## config.mk

```make
export PLATFORM = sky130hd
export DESIGN_NAME = sync_fifo_param_flat
export DESIGN_NICKNAME = d
export VERILOG_FILES = /design/src/rtl/sync_fifo_param_if.sv /design/src/rtl/sync_fifo_param.sv /design/src/flat_wrapper.sv
export SDC_FILE = /design/constraint.sdc
export NUM_CORES = 1
export LEC_CHECK = 0
export CAP_MARGIN = 15
export CORE_MARGIN = 5
export CORE_UTILIZATION = 65
export DETAILED_ROUTE_END_ITERATION = 10
export GPL_TIMING_DRIVEN = 0
export HOLD_SLACK_MARGIN = 0.08
export PLACE_DENSITY = 0.9
export SLEW_MARGIN = 15
export SYNTH_ARGS = -nofsm -noshare
export SYNTH_HDL_FRONTEND = slang
export SYNTH_SLANG_ARGS = --single-unit
export TNS_END_PERCENT = 20
```

## constraint.sdc

```tcl
create_clock -name clk -period 6.84 [get_ports clk]
set_clock_uncertainty 0.15 [all_clocks]
set_input_delay 1.026 -clock clk [delete_from_list [all_inputs] [get_ports clk]]
set_output_delay 1.026 -clock clk [all_outputs]
set_load 0.05 [all_outputs]
```

## src/rtl/sync_fifo_param_if.sv

```systemverilog
// Push/pop handshake and status bundle for sync_fifo_param.
// The producer/consumer side uses master; the FIFO uses slave.
interface sync_fifo_param_if #(
    parameter int WIDTH = 32,
    parameter int DEPTH = 16
);
    localparam int AW = $clog2(DEPTH);

    logic             write_en;
    logic [WIDTH-1:0] data_in;
    logic             read_en;
    logic             err_clr;
    logic [WIDTH-1:0] data_out;
    logic             data_valid;
    logic             full;
    logic             empty;
    logic             almost_full;
    logic             almost_empty;
    logic [AW:0]      count;
    logic             overflow;
    logic             underflow;

    modport master (
        output write_en, data_in, read_en, err_clr,
        input  data_out, data_valid, full, empty,
        input  almost_full, almost_empty, count,
        input  overflow, underflow
    );

    modport slave (
        input  write_en, data_in, read_en, err_clr,
        output data_out, data_valid, full, empty,
        output almost_full, almost_empty, count,
        output overflow, underflow
    );
endinterface

```

## src/rtl/sync_fifo_param.sv

```systemverilog
// Single-clock parametrised FIFO with standard or fall-through reads,
// occupancy count, programmable almost flags and sticky error flags.
module sync_fifo_param #(
    parameter int WIDTH     = 32,
    parameter int DEPTH     = 16,
    parameter int FWFT      = 0,
    parameter int AF_THRESH = 12,
    parameter int AE_THRESH = 4
) (
    input logic clk,
    input logic async_rst,
    sync_fifo_param_if.slave bus
);
    localparam int AW = $clog2(DEPTH);
    typedef logic [AW:0] ptr_t;
    localparam ptr_t DEPTH_C = ptr_t'(DEPTH);
    localparam ptr_t AF_C    = ptr_t'(AF_THRESH);
    localparam ptr_t AE_C    = ptr_t'(AE_THRESH);

    logic [WIDTH-1:0] mem_q [DEPTH];

    ptr_t wptr_q, wptr_d;
    ptr_t rptr_q, rptr_d;
    ptr_t count_q, count_d;
    logic full_q, full_d;
    logic empty_q, empty_d;
    logic af_q, af_d;
    logic ae_q, ae_d;
    logic ovf_q, ovf_d;
    logic unf_q, unf_d;
    logic push, pop;

    // Acceptance looks only at registered flags, never at the other port.
    assign push = bus.write_en && !full_q;
    assign pop  = bus.read_en && !empty_q;

    always_comb begin
        wptr_d  = wptr_q;
        rptr_d  = rptr_q;
        count_d = count_q;
        if (push) wptr_d = wptr_q + ptr_t'(1);
        if (pop)  rptr_d = rptr_q + ptr_t'(1);
        if (push && !pop)      count_d = count_q + ptr_t'(1);
        else if (pop && !push) count_d = count_q - ptr_t'(1);
        full_d  = (count_d == DEPTH_C);
        empty_d = (count_d == '0);
        af_d    = (count_d >= AF_C);
        ae_d    = (count_d <= AE_C);
        // A new error in the same cycle as err_clr keeps the flag set.
        ovf_d = ovf_q && !bus.err_clr;
        unf_d = unf_q && !bus.err_clr;
        if (bus.write_en && full_q) ovf_d = 1'b1;
        if (bus.read_en && empty_q) unf_d = 1'b1;
    end

    always_ff @(posedge clk or negedge async_rst) begin
        if (!async_rst) begin
            wptr_q  <= '0;
            rptr_q  <= '0;
            count_q <= '0;
            full_q  <= 1'b0;
            empty_q <= 1'b1;
            af_q    <= 1'b0;
            ae_q    <= 1'b1;
            ovf_q   <= 1'b0;
            unf_q   <= 1'b0;
        end else begin
            wptr_q  <= wptr_d;
            rptr_q  <= rptr_d;
            count_q <= count_d;
            full_q  <= full_d;
            empty_q <= empty_d;
            af_q    <= af_d;
            ae_q    <= ae_d;
            ovf_q   <= ovf_d;
            unf_q   <= unf_d;
        end
    end

    always_ff @(posedge clk) begin
        if (push) mem_q[wptr_q[AW-1:0]] <= bus.data_in;
    end

    generate
        if (FWFT != 0) begin : g_fwft
            assign bus.data_out   = mem_q[rptr_q[AW-1:0]];
            assign bus.data_valid = !empty_q;
        end else begin : g_std
            logic [WIDTH-1:0] dout_q, dout_d;
            logic             dval_q, dval_d;

            always_comb begin
                dout_d = dout_q;
                dval_d = pop;
                if (pop) dout_d = mem_q[rptr_q[AW-1:0]];
            end

            always_ff @(posedge clk or negedge async_rst) begin
                if (!async_rst) begin
                    dout_q <= '0;
                    dval_q <= 1'b0;
                end else begin
                    dout_q <= dout_d;
                    dval_q <= dval_d;
                end
            end

            assign bus.data_out   = dout_q;
            assign bus.data_valid = dval_q;
        end
    endgenerate

    assign bus.full         = full_q;
    assign bus.empty        = empty_q;
    assign bus.almost_full  = af_q;
    assign bus.almost_empty = ae_q;
    assign bus.count        = count_q;
    assign bus.overflow     = ovf_q;
    assign bus.underflow    = unf_q;
endmodule

```

## src/flat_wrapper.sv

```systemverilog
// flat-port wrapper written by rule: the top's interface ports become plain ports
module sync_fifo_param_flat 
#(
    parameter int WIDTH     = 32,
    parameter int DEPTH     = 16,
    parameter int FWFT      = 0,
    parameter int AF_THRESH = 12,
    parameter int AE_THRESH = 4
)
  (clk, async_rst, bus_write_en, bus_data_in, bus_read_en, bus_err_clr, bus_data_out, bus_data_valid, bus_full, bus_empty, bus_almost_full, bus_almost_empty, bus_count, bus_overflow, bus_underflow);
  sync_fifo_param_if #(.WIDTH(WIDTH), .DEPTH(DEPTH)) bus_i ();
  input logic clk;
  input logic async_rst;
  input wire logic [$bits(bus_i.write_en)-1:0] bus_write_en;
  input wire logic [$bits(bus_i.data_in)-1:0] bus_data_in;
  input wire logic [$bits(bus_i.read_en)-1:0] bus_read_en;
  input wire logic [$bits(bus_i.err_clr)-1:0] bus_err_clr;
  output wire logic [$bits(bus_i.data_out)-1:0] bus_data_out;
  output wire logic [$bits(bus_i.data_valid)-1:0] bus_data_valid;
  output wire logic [$bits(bus_i.full)-1:0] bus_full;
  output wire logic [$bits(bus_i.empty)-1:0] bus_empty;
  output wire logic [$bits(bus_i.almost_full)-1:0] bus_almost_full;
  output wire logic [$bits(bus_i.almost_empty)-1:0] bus_almost_empty;
  output wire logic [$bits(bus_i.count)-1:0] bus_count;
  output wire logic [$bits(bus_i.overflow)-1:0] bus_overflow;
  output wire logic [$bits(bus_i.underflow)-1:0] bus_underflow;
  assign bus_i.write_en = bus_write_en;
  assign bus_i.data_in = bus_data_in;
  assign bus_i.read_en = bus_read_en;
  assign bus_i.err_clr = bus_err_clr;
  assign bus_data_out = bus_i.data_out;
  assign bus_data_valid = bus_i.data_valid;
  assign bus_full = bus_i.full;
  assign bus_empty = bus_i.empty;
  assign bus_almost_full = bus_i.almost_full;
  assign bus_almost_empty = bus_i.almost_empty;
  assign bus_count = bus_i.count;
  assign bus_overflow = bus_i.overflow;
  assign bus_underflow = bus_i.underflow;
  sync_fifo_param #(.WIDTH(WIDTH), .DEPTH(DEPTH), .FWFT(FWFT), .AF_THRESH(AF_THRESH), .AE_THRESH(AE_THRESH)) u_core (.clk(clk), .async_rst(async_rst), .bus(bus_i));
endmodule
```

-- Word level (Yosys, flattened, before mapping)
Memories as Yosys holds them, arrays and structs flattened. A register that Yosys moved wholly into a read port is not among the register bits.
Cells that the tools add are included.
- $add $sub $neg: 4
- order comparisons: 2
- equal/unequal tests: 1
- muxes and demuxes: 6
- reductions and logical operators: 15
- operators by type and width (cell ; count):
    $add 5x1->5 const B ; 3
    $mux 5 ; 2
    $logic_and 1x1->1 ; 8
    $logic_not 1->1 ; 6
    $eq 5x5->1 const B ; 1
    $ge 5x4->1 const B ; 1
    $le 5x3->1 const B ; 1
    $logic_not 5->1 ; 1
    $sub 5x1->5 const B ; 1
    $mux 1 ; 4
- flip-flop bits (word level): 22
- RAM bits: 512
- bits of input ports: 37
- output and inout bits: 44
- word-level logic and storage cells: 39
- memories kept: 1
- memories (memory ; depth ; width ; rd ports ; clocked after memory_dff ; write ports ; line ; text):
    u_core.mem_q ; 16 ; 32 ; 1 ; 1 ; 1 ; sync_fifo_param.sv:20 ; logic [WIDTH-1:0] mem_q [DEPTH];

-- Logic depth before layout (Yosys ltp)
Gate-level depths: netlist of the first run.
- depth in word-level cells: 7
- mapped depth: 7
- gate-level depth less buffers: 6

-- Worst setup path after synthesis of the first run
OpenSTA, ideal clock, no wires.
- path kind: input-to-reg
- from: input port bus_write_en
- to: memory u_core.mem_q[3][0] (enable)
- library setup time: 461 ps
- data arrival time: 3656 ps
- required time: 6229 ps
- setup slack: 2573 ps
- stages: 4
- buffers on the path: 1
- path through: nor2b_2 buf_6 nand2_1 nor3_1
- word-level cells in the longest chain between the ends: 3
- RTL lines (element ; line ; text):
    start, declared ; flat_wrapper.sv:14 ; input wire logic [$bits(bus_i.write_en)-1:0] bus_write_en;
    $logic_and 1x1->1 ; sync_fifo_param.sv:34 ; assign push = bus.write_en && !full_q;
    $mux 1 ; sync_fifo_param.sv:81 ; if (push) mem_q[wptr_q[AW-1:0]] <= bus.data_in;
    $mux 1 (implied by the code) ; sync_fifo_param.sv:81 ;
    end, declared ; sync_fifo_param.sv:20 ;
Every way passes these cells.

-- Final worst setup path of the first run
- from: register u_core.count_q[3] (netlist: u_core.bus.count[3])
- to: output port bus_count[3]
- RTL lines (element ; line ; text):
    start, declared ; sync_fifo_param.sv:24 ; ptr_t count_q, count_d;
    start signal, assigned ; sync_fifo_param.sv:70 ; count_q <= count_d;
    end, declared ; flat_wrapper.sv:24 ; output wire logic [$bits(bus_i.count)-1:0] bus_count;
No word-level cell between the ends.

==> flow_metrics.py, run 1 <==
metrics = {
    "run": {
        "cap_violations": 0,
    },
    "synth": {
        "synthTopCellsByArea": "edfxtp_1, mux2i_1, dfrtp_1",
        "synth_ff_type": "edfxtp_1",
        "syn-cell-area_mm2": 0.0219,
        "avgSynthCellArea_um2": 17.4,
        "synth-edff-count": 512,
        "netlist.area_leader.share_pct": 70.2,
        "async_flop_share_pct": 9.22,
        "synthCells": 1257,
        "synth_seq_area_share_pct": 76.1,
        "synth_cell_type_count": 46,
        "yosysWarnings": 0,
        "synth_seq_cells": 564,
        "syn_nets": 1301,
        "synth_commonest_cells": "edfxtp_1, mux2i_1, nand2_1",
        "synth.largest_area_cell": "edfxtp_1",
        "synth.most_common_cell": "edfxtp_1",
    },
    "clocking": {
        "cts_resized": 0,
        "insertion_delay_ns": 0.58,
        "clkSlewWorstSetupHoldPaths_ns": 0.07,
        "clock-sinks": 564,
        "cts_buffers": 53,
        "cts_max_level": 2,
        "clockBufferDepth": 3,
        "cts_hold_buf": 0,
        "postCtsSetupRepairBufs": 0,
        "tritoncts": "built",
        "root_buffer": "clkbuf_16",
    },
    "die": {
        "row_count": 67,
        "initial_utilization_pct": 65.7,
        "ios": 81,
        "die_w_um": 194,
        "coreArea_mm2": 0.0334,
        "die_area_mm2": 0.0375,
        "die_y_um": 194,
    },
    "timing": {
        "slew_headroom_pct": 23.1,
        "slew_viol_final": 0,
        "setup_viol": 0,
        "final.min_clock_period_ns": 3.16,
        "fmax_mhz": 316,
        "tns_ns": 0,
        "post-route-period-util_pct": 46.2,
        "worstMarginPinSlew_ns": 1.15,
        "rsz0062_at_grt": "false",
        "finalHoldViolCount": 0,
    },
    "setup_path": {
        "max_stage_delay_ns": 0.87,
        "required_ns": 5.66,
        "worstSetupEndpointType": "output port",
        "worstPathArrival_ns": 1.99,
        "critPathLaunchType": "register",
        "critical_path_buf_inv_count": 1,
        "critPathKind": "register to output port",
        "path_cells": "clkdlybuf4s50_1",
        "path_max_fanout": 4,
        "critPathTopFamily": "buffers and inverters",
        "slowest_stage": "clkdlybuf4s50_1",
    },
    "route": {
        "first_pass_iters": 5,
        "drc": 0,
        "wl_per_cell_um": 28.7,
        "drt_iter0_markers": 1922,
        "drt_wl_total_mm": 55.0,
        "post_drt_via_cell_ratio": 6.74,
        "ant_nets": 0,
        "vias": 12911,
    },
    "global_route": {
        "grt_overflow_total": 0,
        "grt_pass1_vias": 13234,
        "track_usage_pct": 28.8,
        "antenna_found_initial": 0,
        "grt_max_degree": 35,
        "grt_pass1_wl_mm": 81.5,
    },
    "cells_and_area": {
        "nFillCells": 1743,
        "area_growth_pct": 16.9,
        "stdcell_area_mm2": 0.0256,
        "layout.nets": 1465,
        "final_core_util_pct": 76.8,
        "drive_gt1_share_pct": 12.8,
    },
    "outcome": {
        "status": "complete, no violations",
    },
    "power": {
        "powerDensity_mw_per_mm2": 440,
        "ir_drop_mv": 0.316,
        "leakagePower_uw": 0.00894,
        "p_total_uw": 11300,
    },
    "placement": {
        "io_buffers": 80,
        "hpwl_mm": 32.0,
        "place_area_mm2": 0.0238,
        "gp_routability_congestion": 0.790,
    },
    "hold_path": {
        "hold_class": "input pin to async pin",
    },
}
-- cells by family after synthesis --
family | after synthesis | share of synthesized area (%)
DFF | 564 | 76.1
AOI/OAI and AO/OA | 131 | 4.54
buffers and inverters | 75 | 1.87
xor gates and xnor gates | 10 | 0.605
muxes | 256 | 11.7
and+or+nand+nor | 214 | 4.75
adders and majority gates | 7 | 0.400
-- registers in the layout, indices dropped and copies added, names as in the netlist --
| signal | count |
|---|---|
| u_core.bus.empty | 1 |
| u_core.bus.full | 1 |
| u_core.mem_q | 512 |
| u_core.bus.data_out | 32 |
| u_core.rptr_q | 4 |
| u_core.bus.almost_empty | 1 |
| u_core.bus.data_valid | 1 |
| u_core.bus.almost_full | 1 |
| u_core.bus.underflow | 1 |
| u_core.wptr_q | 4 |
| u_core.bus.overflow | 1 |
| u_core.bus.count | 5 |
-- per-layer routing --
layer / up-vias / global-route usage (%) / wire [µm] / share of wire [%]
met3: 195 / 5.91 / 6400 / 12
met2: 1092 / 47.1 / 26800 / 49
met1: 6351 / 38.5 / 19500 / 35
met5: - / 0 / 0 / 0
met4: 0 / 11.8 / 2310 / 4.2
li1: 5273 / - / - / -
-- metrics by stage --
stage	worst slack (ns)	hold WS [ns]	cells
final	3.68	0.196	1915
after floorplan	2.57	0.330	1257
after CTS	3.67	0.188	1914
after detailed placement	3.26	0.320	1814
after global routing	3.63	0.204	1914
after global placement	-0.0585	0.315	1785
-- area by class of cell --
type / count / area [µm²] / area share (%)
Tap cell: 448 / 561 / 2.19
Timing Repair Buffer: 109 / 1240 / 4.84
Multi-Input combinational cell: 618 / 4930 / 19.2
Antenna cell: 1 / 2.50 / 0.00977
Inverter: 7 / 28.8 / 0.112
Sequential cell: 564 / 16700 / 65.1
Clock inverter: 24 / 317 / 1.24
Buffer: 68 / 382 / 1.49
Clock buffer: 76 / 1480 / 5.79
-- layout by cell type (no fill, tap or decap), types with 7 or more instances in the layout --
cell type / count
a32oi_1: 11
bufinv_16: 7
clkbuf_8: 7
mux2i_1: 256
nand3_1: 57
a22oi_1: 97
clkbuf_16: 53
a21oi_1: 11
buf_16: 7
clkdlybuf4s50_1: 79
nor2_4: 13
ha_1: 7
edfxtp_1: 512
buf_2: 20
dfrtp_1: 50
clkbuf_1: 34
nand4_1: 22
nand2_1: 98
buf_4: 38
xnor2_1: 7
-- where the power goes --
| group | total [µW] | switching [µW] | internal (µW) |
|---|---|---|---|
| sequential | 4450 | 210 | 4240 |
| clock | 3030 | 1250 | 1780 |
| combinational | 3790 | 2530 | 1260 |
| total | 11300 | 3990 | 7280 |
-- worst paths after layout --
path | from | to | slack [ns] | cells past startpoint
max | u_core.bus.count[3]$_DFF_PN0_ | bus_count[3] | 3.68 | 1
min | async_rst | u_core.bus.data_out[4]$_DFFE_PN0P_ | 0.20 | 1
max reg2reg | u_core.rptr_q[0]$_DFFE_PN0P_ | u_core.bus.data_out[2]$_DFFE_PN0P_ | 4.13 | 5
min reg2reg | u_core.bus.data_out[30]$_DFFE_PN0P_ | u_core.bus.data_out[30]$_DFFE_PN0P_ | 0.33 | 2
max in group asynchronous | async_rst | u_core.bus.empty$_DFF_PN1_ | 5.75 | 2
min in group clk | u_core.bus.data_out[30]$_DFFE_PN0P_ | u_core.bus.data_out[30]$_DFFE_PN0P_ | 0.33 | 2
No activity file was read; power rests on OpenSTA's default activity.
==> run 2, diff against run 1 <==
- CORE_UTILIZATION: 65 -> 55
- PLACE_DENSITY: 0.9 -> 0.82
- clock period: 6.84 -> 2.6 ns (I/O delays scaled with it)
==> run 2 against run 1 <==
  * Non-clock buffer count rose by 1
  * Critical path depth unchanged
  * Hold slack gained 0.017 ns
  * Wire length shrank 4.6%
  * First-iteration DRC count fell by 21%
  * Die area grew 17%
  * Register-to-register slack got worse by 4.0 ns
  * Clock power rose to 2.5 times the previous value
  * Largest power group unchanged
  * Core utilization down 11 points
==> flow_metrics.py, run 2 (synthesis gave the netlist of run 1 again) <==
metrics = {
    "outcome": {
        "status": "complete, no violations",
    },
    "timing": {
        "setup_viol": 0,
        "final.min_clock_period_ns": 2.48,
        "slew_viol_final": 0,
        "setup_ws_ns": 0.119,
        "worstMarginPinSlew_ns": 0.942,
        "slew_headroom_pct": 37.2,
        "finalHoldViolCount": 0,
        "whs_ns": 0.212,
        "fmax_mhz": 403,
        "rsz0062_at_grt": "false",
        "post-route-period-util_pct": 95.4,
    },
    "route": {
        "first_pass_iters": 5,
        "vias": 12284,
        "post_drt_via_cell_ratio": 6.18,
        "met1_length_mm": 20.2,
        "met3_length_mm": 5.13,
        "wl_per_cell_um": 26.4,
        "drt_wl_total_mm": 52.5,
        "top_layer_used": "met5",
        "ant_nets": 0,
        "drc": 0,
        "met2_length_mm": 25.6,
        "drt_iter0_markers": 1509,
    },
    "cells_and_area": {
        "layout.nets": 1465,
        "antenna_cells": 0,
        "final_cell_mix": "edfxtp_1, mux2i_1, nand2_1, a22oi_1, clkdlybuf4s50_1",
        "nFillCells": 2480,
        "final_cell_count_no_fill": 1989,
        "area_growth_pct": 18.0,
        "multi_input_area_mm2": 0.00496,
        "final_common_cell": "edfxtp_1",
        "largest_reg_flops": 512,
        "regArea_mm2": 0.0167,
        "drive_gt1_share_pct": 12.8,
    },
    "global_route": {
        "grt_pass1_wl_mm": 78.3,
        "grt_pass1_vias": 12674,
        "track_usage_pct": 23.7,
        "grt_overflow_total": 0,
        "grt_max_degree": 50,
        "antenna_found_initial": 1,
    },
    "setup_path": {
        "critPathKind": "register to output port",
        "rrSetupSlack_ns": 0.12,
        "critPathLaunchType": "register",
        "worstSetupEndpointType": "output port",
        "rr_worst_depth": 6,
        "timing.rr.start": "u_core.bus.full$_DFF_PN0_",
        "worstPathArrival_ns": 1.94,
        "critical_path_buf_inv_count": 1,
        "max_stage_delay_ns": 0.87,
        "slowest_stage": "clkdlybuf4s50_1",
        "path_cells": "clkdlybuf4s50_1",
        "path_max_fanout": 6,
        "critPathTopFamily": "buffers and inverters",
        "rr_endpoint": "u_core.mem_q[1][4]$_DFFE_PP_",
        "required_ns": 2.06,
    },
    "clocking": {
        "clkSlewWorstSetupHoldPaths_ns": 0.06,
        "clock-sinks": 564,
        "cts_max_level": 2,
        "root_buffer": "clkbuf_16",
        "cts_buffers": 52,
        "tritoncts": "built",
        "clockBufferDepth": 3,
        "insertion_delay_ns": 0.57,
    },
    "hold_path": {
        "hold_class": "input pin to async pin",
    },
    "power": {
        "leakagePower_uw": 0.00896,
        "ir_drop_mv": 0.777,
        "powerDensity_mw_per_mm2": 1130,
    },
    "die": {
        "die_area_mm2": 0.0439,
        "coreArea_mm2": 0.0395,
        "row_count": 73,
        "initial_utilization_pct": 55.4,
        "ios": 81,
        "die_w_um": 210,
        "die_y_um": 210,
    },
    "placement": {
        "dpl.cell_count": 1883,
        "io_buffers": 80,
        "gp_routability_congestion": 0.782,
        "place_ws_ns": -0.481,
        "hpwl_mm": 32.6,
    },
    "run": {
        "cap_violations": 0,
    },
}
==> run 2: cell count changes in the layout (fill, tap and decap cells not counted), sizes merged <==
cell	previous run	this run
buf	80	79
bufinv	7	5
clkbuf	94	101
clkinv	13	4
clkinvlp	1	2
diode	1	0
dlygate4sd3	0	2
==> run 2: area by class of cell <==
cell class / count / share of cell area, %
clock buffers: 83 / 5.92
repair buffers: 110 / 5.39
well taps: 525 / 2.54
plain buffers: 68 / 1.49
inverters: 7 / 0.111
clock inverters: 14 / 0.813
multi-input cells: 618 / 19.2
flip-flops and latches: 564 / 64.5
==> run 2: metrics by stage <==
stage | area [µm²] | setup TNS (ns) | total power, µW | utilization [%]
after floorplan | 21900 | -180.88 | 17900 | -
after global placement | 23400 | -1080.04 | 20800 | 59.1
after detailed placement | 24000 | -84.41 | 21500 | 60.6
after CTS | 25800 | 0 | 29200 | 65.2
after global routing | 25800 | 0 | 30300 | 65.3
final | 25800 | 0 | 29200 | 65.3
==> run 2: layer usage <==
layer	up-vias	GRT usage, %
li1	5253	-
met1	6156	32.1
met2	754	39.1
met3	119	4.63
met4	2	7.74
met5	-	0
==> run 2: power breakdown <==
| group | internal, µW | total, µW | switching, µW |
|---|---|---|---|
| clock network | 4530 | 7690 | 3160 |
| logic | 3390 | 9860 | 6470 |
| registers | 11100 | 11700 | 546 |
| total | 19100 | 29200 | 10200 |
==> run 2: worst max path at each step <==
stage	slack [ns]	cells after the start	to	from
6_report	0.12	1	bus_count[2]	u_core.bus.count[2]$_DFF_PN0_
5_1_grt	0.02	6	u_core.mem_q[1][4]$_DFFE_PP_	u_core.bus.full$_DFF_PN0_
4_1_cts	0.04	5	u_core.bus.data_out[13]$_DFFE_PN0P_	u_core.rptr_q[0]$_DFFE_PN0P_
3_5_place_dp	-0.48	7	u_core.mem_q[1][14]$_DFFE_PP_	bus_write_en
3_3_place_gp	-2.12	5	u_core.mem_q[15][4]$_DFFE_PP_	bus_write_en
2_1_floorplan	-0.42	4	u_core.mem_q[7][0]$_DFFE_PP_	u_core.bus.full$_DFF_PN0_
==> run 2: repair_timing <==
item | 4_1_cts | 5_1_grt
pin swaps | 3 | 1
gates resized for setup | 3 | 1
setup endpoints to repair | 202 | 15
hold buffers | 2 | 0
hold endpoints to repair | 52 | 0
setup buffers | 4 | 3
